File: src/rtl/row_result_pack_pkg.sv
// row_result_pack_pkg: shared compute-engine sizes and row-bank state encoding.
package row_result_pack_pkg;
    localparam int DEF_OUTQ_BITS = 32;
    localparam int DEF_PE_NUM = 8;
    typedef enum logic [1:0] {BANK_EMPTY, BANK_FILLING, BANK_FULL} bank_state_t;
endpackage

File: src/rtl/row_result_pack_row_bank.sv
// row_bank: one row of lane storage with its fill state and valid-lane count.
module row_bank
    import row_result_pack_pkg::*;
#(
    parameter int OUTQ_BITS = DEF_OUTQ_BITS,
    parameter int PE_NUM = DEF_PE_NUM
) (
    input  logic                          clk,
    input  logic                          reset,
    input  logic                          clear,
    input  logic                          wr_en,
    input  logic [$clog2(PE_NUM)-1:0]     wr_lane,
    input  logic [OUTQ_BITS-1:0]          wr_result,
    input  logic [OUTQ_BITS-1:0]          wr_actsum,
    input  logic                          close,
    input  logic [3:0]                    close_count,
    output logic                          full,
    output logic [3:0]                    count,
    output logic [PE_NUM*OUTQ_BITS-1:0]   result,
    output logic [PE_NUM*OUTQ_BITS-1:0]   actsum
);
    bank_state_t state, state_next;
    always_ff @(posedge clk or posedge reset)
        if (reset) state <= BANK_EMPTY;
        else state <= state_next;
    always_comb state_next = close ? BANK_FULL : wr_en ? BANK_FILLING : clear ? BANK_EMPTY : state;
    always_comb full = state == BANK_FULL;
    // a clear and a write in the same edge: the clear lands first, the word survives
    always_ff @(posedge clk or posedge reset) begin
        if (reset) begin
            result <= '0;
            actsum <= '0;
            count <= '0;
        end else begin
            if (clear) begin
                result <= '0;
                actsum <= '0;
                count <= '0;
            end
            if (wr_en) begin
                result[wr_lane*OUTQ_BITS +: OUTQ_BITS] <= wr_result;
                actsum[wr_lane*OUTQ_BITS +: OUTQ_BITS] <= wr_actsum;
            end
            if (close) count <= close_count;
        end
    end
endmodule

File: src/rtl/row_result_pack.sv
// row_result_pack: packs serial result/actsum words into ping-pong rows of PE_NUM lanes.
module row_result_pack
    import row_result_pack_pkg::*;
#(
    parameter int OUTQ_BITS = DEF_OUTQ_BITS,
    parameter int PE_NUM = DEF_PE_NUM
) (
    input  logic                          clk,
    input  logic                          reset,
    input  logic                          valid_in,
    input  logic [OUTQ_BITS-1:0]          serial_result,
    input  logic [OUTQ_BITS-1:0]          serial_actresult,
    input  logic                          flush,
    output logic                          row_valid,
    input  logic                          row_ready,
    output logic [PE_NUM*OUTQ_BITS-1:0]   row_result,
    output logic [PE_NUM*OUTQ_BITS-1:0]   row_actsum,
    output logic [3:0]                    row_count,
    output logic                          overflow
);
    localparam int IW = $clog2(PE_NUM);
    logic wb, rb, xfer, wb_full, accept, close_row;
    logic [IW-1:0] wr_idx;
    logic [3:0] close_cnt;
    logic [1:0] full;
    logic [3:0] cnt [2];
    logic [PE_NUM*OUTQ_BITS-1:0] res [2];
    logic [PE_NUM*OUTQ_BITS-1:0] act [2];
    for (genvar b = 0; b < 2; b++) begin : g_bank
        row_bank #(.OUTQ_BITS(OUTQ_BITS), .PE_NUM(PE_NUM)) u_bank (
            .clk(clk),
            .reset(reset),
            .clear(xfer && rb == 1'(b)),
            .wr_en(accept && wb == 1'(b)),
            .wr_lane(wr_idx),
            .wr_result(serial_result),
            .wr_actsum(serial_actresult),
            .close(close_row && wb == 1'(b)),
            .close_count(close_cnt),
            .full(full[b]),
            .count(cnt[b]),
            .result(res[b]),
            .actsum(act[b])
        );
    end
    // the write bank counts as free if it is being handed off this very cycle
    always_comb begin
        row_valid = full[rb];
        xfer = row_valid && row_ready;
        wb_full = full[wb] && !(xfer && rb == wb);
        accept = valid_in && !wb_full;
        close_row = (accept && wr_idx == IW'(PE_NUM - 1)) || (flush && (accept || wr_idx != '0));
        close_cnt = 4'(wr_idx) + (accept ? 4'd1 : 4'd0);
        row_result = row_valid ? res[rb] : '0;
        row_actsum = row_valid ? act[rb] : '0;
        row_count = row_valid ? cnt[rb] : 4'd0;
    end
    always_ff @(posedge clk or posedge reset) begin
        if (reset) begin
            wb <= 1'b0;
            rb <= 1'b0;
            wr_idx <= '0;
            overflow <= 1'b0;
        end else begin
            if (xfer) rb <= ~rb;
            if (valid_in && wb_full) overflow <= 1'b1;
            if (close_row) begin
                wb <= ~wb;
                wr_idx <= '0;
            end else if (accept) wr_idx <= wr_idx + IW'(1);
        end
    end
endmodule

File: config.mk
export PLATFORM = sky130hd
export DESIGN_NAME = row_result_pack
export DESIGN_NICKNAME = d
export VERILOG_FILES = /design/src/rtl/row_result_pack_pkg.sv /design/src/rtl/row_result_pack_row_bank.sv /design/src/rtl/row_result_pack.sv
export SDC_FILE = /design/constraint.sdc
export NUM_CORES = 2
export LEC_CHECK = 0
export ABC_CLOCK_PERIOD_IN_PS = 88300
export CORE_AREA = 2 2 332 334
export DETAILED_ROUTE_END_ITERATION = 12
export DIE_AREA = 0 0 334 336
export HOLD_SLACK_MARGIN = 0.12
export PLACE_DENSITY = 0.66
export SLEW_MARGIN = 20
export SYNTH_ARGS = -nofsm -noshare
export SYNTH_HDL_FRONTEND = slang
export SYNTH_SLANG_ARGS = --single-unit
File: constraint.sdc
create_clock -name clk -period 88.3 [get_ports clk]
set_input_delay 8.83 -clock clk [delete_from_list [all_inputs] [get_ports clk]]
set_output_delay 8.83 -clock clk [all_outputs]
set_load 0.1 [all_outputs]
## After elaboration in Yosys (flattened, before gate mapping)

Cells that the tools add are included.

| word-level totals | value |
|---|---|
| register bits | 1042 |
| latch bits | 0 |
| RAM bits | 0 |
| bits in read-only memories | 0 |
| output and inout port bits | 518 |
| logic and storage cells | 92 |
| memories | 0 |

| cells by class | value |
|---|---|
| add/sub/neg operators | 3 |
| multipliers | 0 |
| div/mod/pow operators | 0 |
| magnitude comparators | 3 |
| equal/unequal tests | 4 |
| shifts and indexed selects | 3 |
| mux-type cells | 41 |
| bitwise logic cells | 3 |
| reductions and logical operators | 23 |

Operator list:

| kind | count |
|---|---|
| two-way mux 256 bit | 16 |
| bitwise mux 256 bit | 4 |
| variable part select 32 x 34 -> 256 bit | 2 |
| variable shift 32 x 34 -> 256 bit (first input constant) | 1 |
| negation 8 -> 34 bit | 1 |
| two-way mux 4 bit | 8 |
| logical AND 1 bit | 13 |
| two-way mux 2 bit | 6 |
| nonzero test 3 bit | 3 |
| two-way mux 3 bit | 2 |
| nonzero test 2 bit | 3 |
| two-way mux 1 bit | 5 |
| adder 3 x 1 -> 4 bit | 1 |
| equality test 2 bit (second input constant) | 2 |
| < comparator 1 x 2 -> 1 bit (second input constant) | 2 |
| adder 3 x 1 -> 3 bit (second input constant) | 1 |
| equality test 3 bit (second input constant) | 1 |
| >= comparator 2 bit (second input constant) | 1 |
| zero test 1 bit | 2 |
| logical OR 1 bit | 2 |
| inverter 1 bit | 2 |
| inverter 1 -> 2 bit | 1 |
| equality test 1 bit | 1 |

## Logic depth before layout (Yosys ltp)

| logic depth | value |
|---|---|
| depth after elaboration | 14 |
| depth in mapped cells | 12 |
| depth with buffers taken out | 7 |

## Hierarchy

From an unflattened synthesis, not the netlist that was laid out.

| second synthesis, totals | value |
|---|---|
| cells, all modules | 4984 |
| area total of the unflattened synthesis | 52664.3 um2 |

By module, submodules not included:

| module | instances | cells an instance | area an instance (um2) | sequential area each (um2) |
|---|---|---|---|---|
| row_bank (g_bank[1].u_bank) | 1 | 1856 | 22238.8 | 12962.4 |
| row_bank (g_bank[0].u_bank) | 1 | 1929 | 22225.1 | 12962.4 |
| row_result_pack | 1 | 1199 | 8200.4 | 150.1 |

## Worst setup path before layout

No wires, ideal clock.

| timing | value |
|---|---|
| kind | flip-flop to output port |
| start point | register rb |
| end point | output port row_actsum[229] |
| arrival time | 2644 ps |
| data required time | 79470 ps |
| setup slack | 76826 ps |
| cell stages (with the launch flop) | 7 |
| cell sequence | dfrtp_1 -> buf_4 -> clkbuf_1 -> buf_2 -> buf_2 -> mux2i_1 -> nor2_1 |

| between the ends | value |
|---|---|
| word-level cells in the longest chain between the ends | 5 |
| elaborated cells on any way between the ends | 7 |
| those cells by class | 6 x mux; 1 x bitwise |

Ends and longest elaborated chain:

| item | line | text |
|---|---|---|
| start: declaration | row_result_pack.sv:22 | `logic wb, rb, xfer, wb_full, accept, close_row;` |
| start signal: assignment | row_result_pack.sv:65 | `if (xfer) rb <= ~rb;` |
| inverter 1 -> 2 bit (implied by the code) | row_result_pack.sv:55 | `row_actsum = row_valid ? act[rb] : '0;` |
| two-way mux 256 bit (implied by the code) (3 in a row) | row_result_pack.sv:55 |  |
| two-way mux 256 bit * | row_result_pack.sv:55 |  |
| end: declaration | row_result_pack.sv:17 | `output logic [PE_NUM*OUTQ_BITS-1:0] row_actsum,` |

Mark *: on every way between the ends. The rest lies on a longest branch, timed or not. The select of a mux whose other input is x is not followed.

## Final worst setup path

| timing | value |
|---|---|
| start point | register rb |
| end point | output port row_actsum[7] |

The elaborated chain is that of the path after synthesis.

==> flow_summary_export.csv <==
group,metric,value,unit
status,status,"finished, final reports clean",
critical_path,critical_path_class,"flop to output pin",
global_route,antenna_found_initial,9,
clocking,numCtsBuffers,111,
critical_path,r2r_start,"rb",
clocking,cts_resized,0,
synthesis,syn_inst,4943,
synthesis,synth_compound_area_frac,0.0714,
timing,hold_violations,0,
floorplanning,fp.dieH,336,µm
synthesis,synth_xor_area_frac,0.000361,
floorplanning,ioPinCount,587,
synthesis,ys_types,40,
critical_path,crit_family,"buffers and inverters",
critical_path,r2r_setup_slack,83.16,ns
global_route,globalRouteTotalUtil,0.285,
timing,period_share,0.185,
placement,hpwlAfterDp,104000,µm
clocking,cts_tree,"yes",
critical_path,worstPathArrival,7.53,ns
clocking,ctsHoldBuffers,0,
synthesis,syn_area_per_cell,9.82,µm²
floorplanning,die_width,334,µm
critical_path,cpMaxStageDelayCell,"clkdlybuf4s50_1",
finish,layout-drive-gt1-share,0.0520,
clocking,root_buffer,"clkbuf_16",
detailed_routing,wire_per_inst,24.0,µm
synthesis,synth_top_family_by_area,"multiplexers",
finish,syn2layout_area_growth,21.0,%
power_and_ir_drop,powerDensity,30.1,nW/µm²
worst_hold_path,min_path_cells,1,
global_route,grt_max_degree,207,
synthesis,yosys_register_bits,1042,
timing,fmax,61.1,MHz
timing,clock-skew-final,0.0315,ns
detailed_routing,num_vias,38373,
clocking,post_cts_buffers,0,
synthesis,synth_ff_type,"dfrtp_1",
floorplanning,core-area,108000,µm²
worst_hold_path,min_to,"g_bank[1].u_bank.state[0]",
timing,fin_setup_tns,0,ns
timing,period_minus_slack,16.36,ns
critical_path,cp-start-kind,"flop",
floorplanning,die_area,112000,µm²
critical_path,reg2reg_to,"g_bank[0].u_bank.result[210]",
worst_hold_path,hp-class,"flop to flop",
global_route,grt_pass1_vias,37273,
floorplanning,rows,121,
timing,setup_violations,0,
worst_hold_path,min-delay-start,"g_bank[1].u_bank.state[0]",
placement,place.gp.congestion,0.865,
global_route,grt-ovfl-total,0,
clocking,cts.sinks,1042,
finish,final_cell_mix,"dfrtp_1 (1040), mux2i_1 (910), nand2_1 (757)",
finish,layout_commonest_cell,"dfrtp_1",
critical_path,cp_max_fo,58,
clocking,path_clk_slew,0.06,ns
synthesis,synth-edff-count,0,
critical_path,path_depth,8,
timing,worstMarginPinSlew,1.24,ns
synthesis,syn_nets,5018,
critical_path,reg2reg_depth,7,
critical_path,cp.required,79.47,ns
floorplanning,start_util,0.448,
synthesis,synth.mux.area_fraction,0.188,
clocking,cts.htree.levels,3,
detailed_routing,drcViolationCount,0,
finish,n_fill_cell,9659,
finish,final_nets,5347,
detailed_routing,via_per_inst,5.65,
detailed_routing,ant_nets,0,
critical_path,crit_buf_inv,6,
critical_path,crit_path_end_kind,"output pin",
synthesis,synthAdderAreaFrac,0.00155,
detailed_routing,drt_iter0_markers,3488,
clocking,clk_latency,0.69,ns
critical_path,crit_path_max_incr_delay,1.17,ns
critical_path,critPathLaunch,"rb",
power_and_ir_drop,irDropWorstVdd,0.0282,mV
run,maxCapViolations,0,
synthesis,async_flop_share,1.00,
clocking,clock_path_buffers,3,
timing,rsz0062_at_grt,"false",
timing,slew_violations,0,
synthesis,synth_warnings,0,
critical_path,crit_top_cell,"buf_4",
placement,port_buffers,586,
power_and_ir_drop,power,1.77,mW
critical_path,crit_chain,"buf_4 -> buf_4 -> buf_4 -> buf_4 -> buf_4 -> mux2i_1 -> nor2_1 -> clkdlybuf4s50_1",
synthesis,synthSimpleGateAreaFrac,0.155,
detailed_routing,drt_pre_antenna_iters,5,
global_route,grt_pass1_wl,244000,µm
timing,max_slew_margin,0.171,
power_and_ir_drop,power.leakage,26.6,nW
synthesis,post_synth_instance_area,48500,µm²
detailed_routing,wl,163000,µm
synthesis,seq_area_frac_synth,0.537,
[worst register-to-register path, stage by stage, from the launching register on]
cell      delay (ns)
dfrtp_4         0.90
buf_4           0.91
nand2b_2        0.41
nand2b_4        0.79
buf_12          0.63
buf_4           1.00
nand2_1         0.23
mux2i_1         0.18
[routing by layer]
layer / global-route usage / part of all wire / vias up
met2: 0.425 / 0.45 / 1363
li1: - / - / 17389
met3: 0.0362 / 0.057 / 305
met1: 0.412 / 0.45 / 19316
met4: 0.138 / 0.048 / 0
met5: 0 / 0 / -
[layout make-up]
cell class,instances,area (µm²),area share
Multi-Input combinational cell,3398,20300,0.345
Clock buffer,155,3290,0.0560
Antenna cell,10,25.0,0.000426
Timing Repair Buffer,647,6420,0.109
Tap cell,1414,1770,0.0301
Clock inverter,48,579,0.00987
Sequential cell,1042,26100,0.444
Inverter,72,278,0.00473
[state kept, by name, indices dropped and copies added, names as in the netlist]
register              count
rb                        1
g_bank.u_bank.actsum    512
g_bank.u_bank.result    512
wb                        1
overflow                  1
g_bank.u_bank.count       8
wr_idx                    3
g_bank.u_bank.state       4
[cell usage after synthesis, types with 3 or more instances]
library cell,count,share of area
dfrtp_1,1042,0.54
o21ai_0,563,0.058
nand2b_1,6,0.00077
buf_6,32,0.0074
ha_1,6,0.0015
clkbuf_1,284,0.022
nand2_1,757,0.059
clkbuf_2,6,0.00062
buf_1,51,0.0039
a2111o_1,8,0.0019
a21oi_1,3,0.00031
nand3_1,516,0.053
buf_4,17,0.0026
mux2i_1,910,0.19
nor2_1,520,0.040
inv_1,72,0.0056
o21ai_1,79,0.0081
buf_2,41,0.0042
[metrics by stage]
stage | std cells | instance area (µm²) | utilization | setup slack [ns] | hold WS [ns]
after floorplan | 4943 | 48500 | - | 50.14 | 0.460
after global placement | 6572 | 54800 | 0.505 | 72.79 | 0.469
after detailed placement | 6572 | 54800 | 0.505 | 72.69 | 0.482
after CTS | 6775 | 58600 | 0.541 | 71.93 | 0.496
after global routing | 6784 | 58700 | 0.542 | 71.66 | 0.506
final | 6786 | 58700 | 0.542 | 71.94 | 0.493
[kinds of logic (layout without fill, tap and decap cells)]
| kind of cell | count (synthesis) | in the layout |
|---|---|---|
| AO/OA/AOI/OAI | 666 | 666 |
| XOR/XNOR | 2 | 2 |
| adder cells (fa/ha/maj) | 6 | 6 |
| buffers and inverters | 503 | 922 |
| flip-flops | 1042 | 1042 |
| multiplexers | 910 | 910 |
| other | 0 | 10 |
| AND/OR/NAND/NOR | 1814 | 1814 |
[worst max-delay path by stage]
stage | to | slack (ns)
after floorplan | g_bank[0].u_bank.actsum[0] | 50.14
final | row_actsum[7] | 71.94
after global routing | row_actsum[136] | 71.66
after global placement | row_actsum[86] | 72.79
after CTS | row_actsum[7] | 71.93
after detailed placement | row_actsum[135] | 72.69
[report_power, final]
group / internal [mW] / switching [mW]
combinational: 0.169 / 0.486
sequential: 0.561 / 0.0593
clock: 0.294 / 0.198
total: 1.02 / 0.743
(Power assumes the default switching activity.)
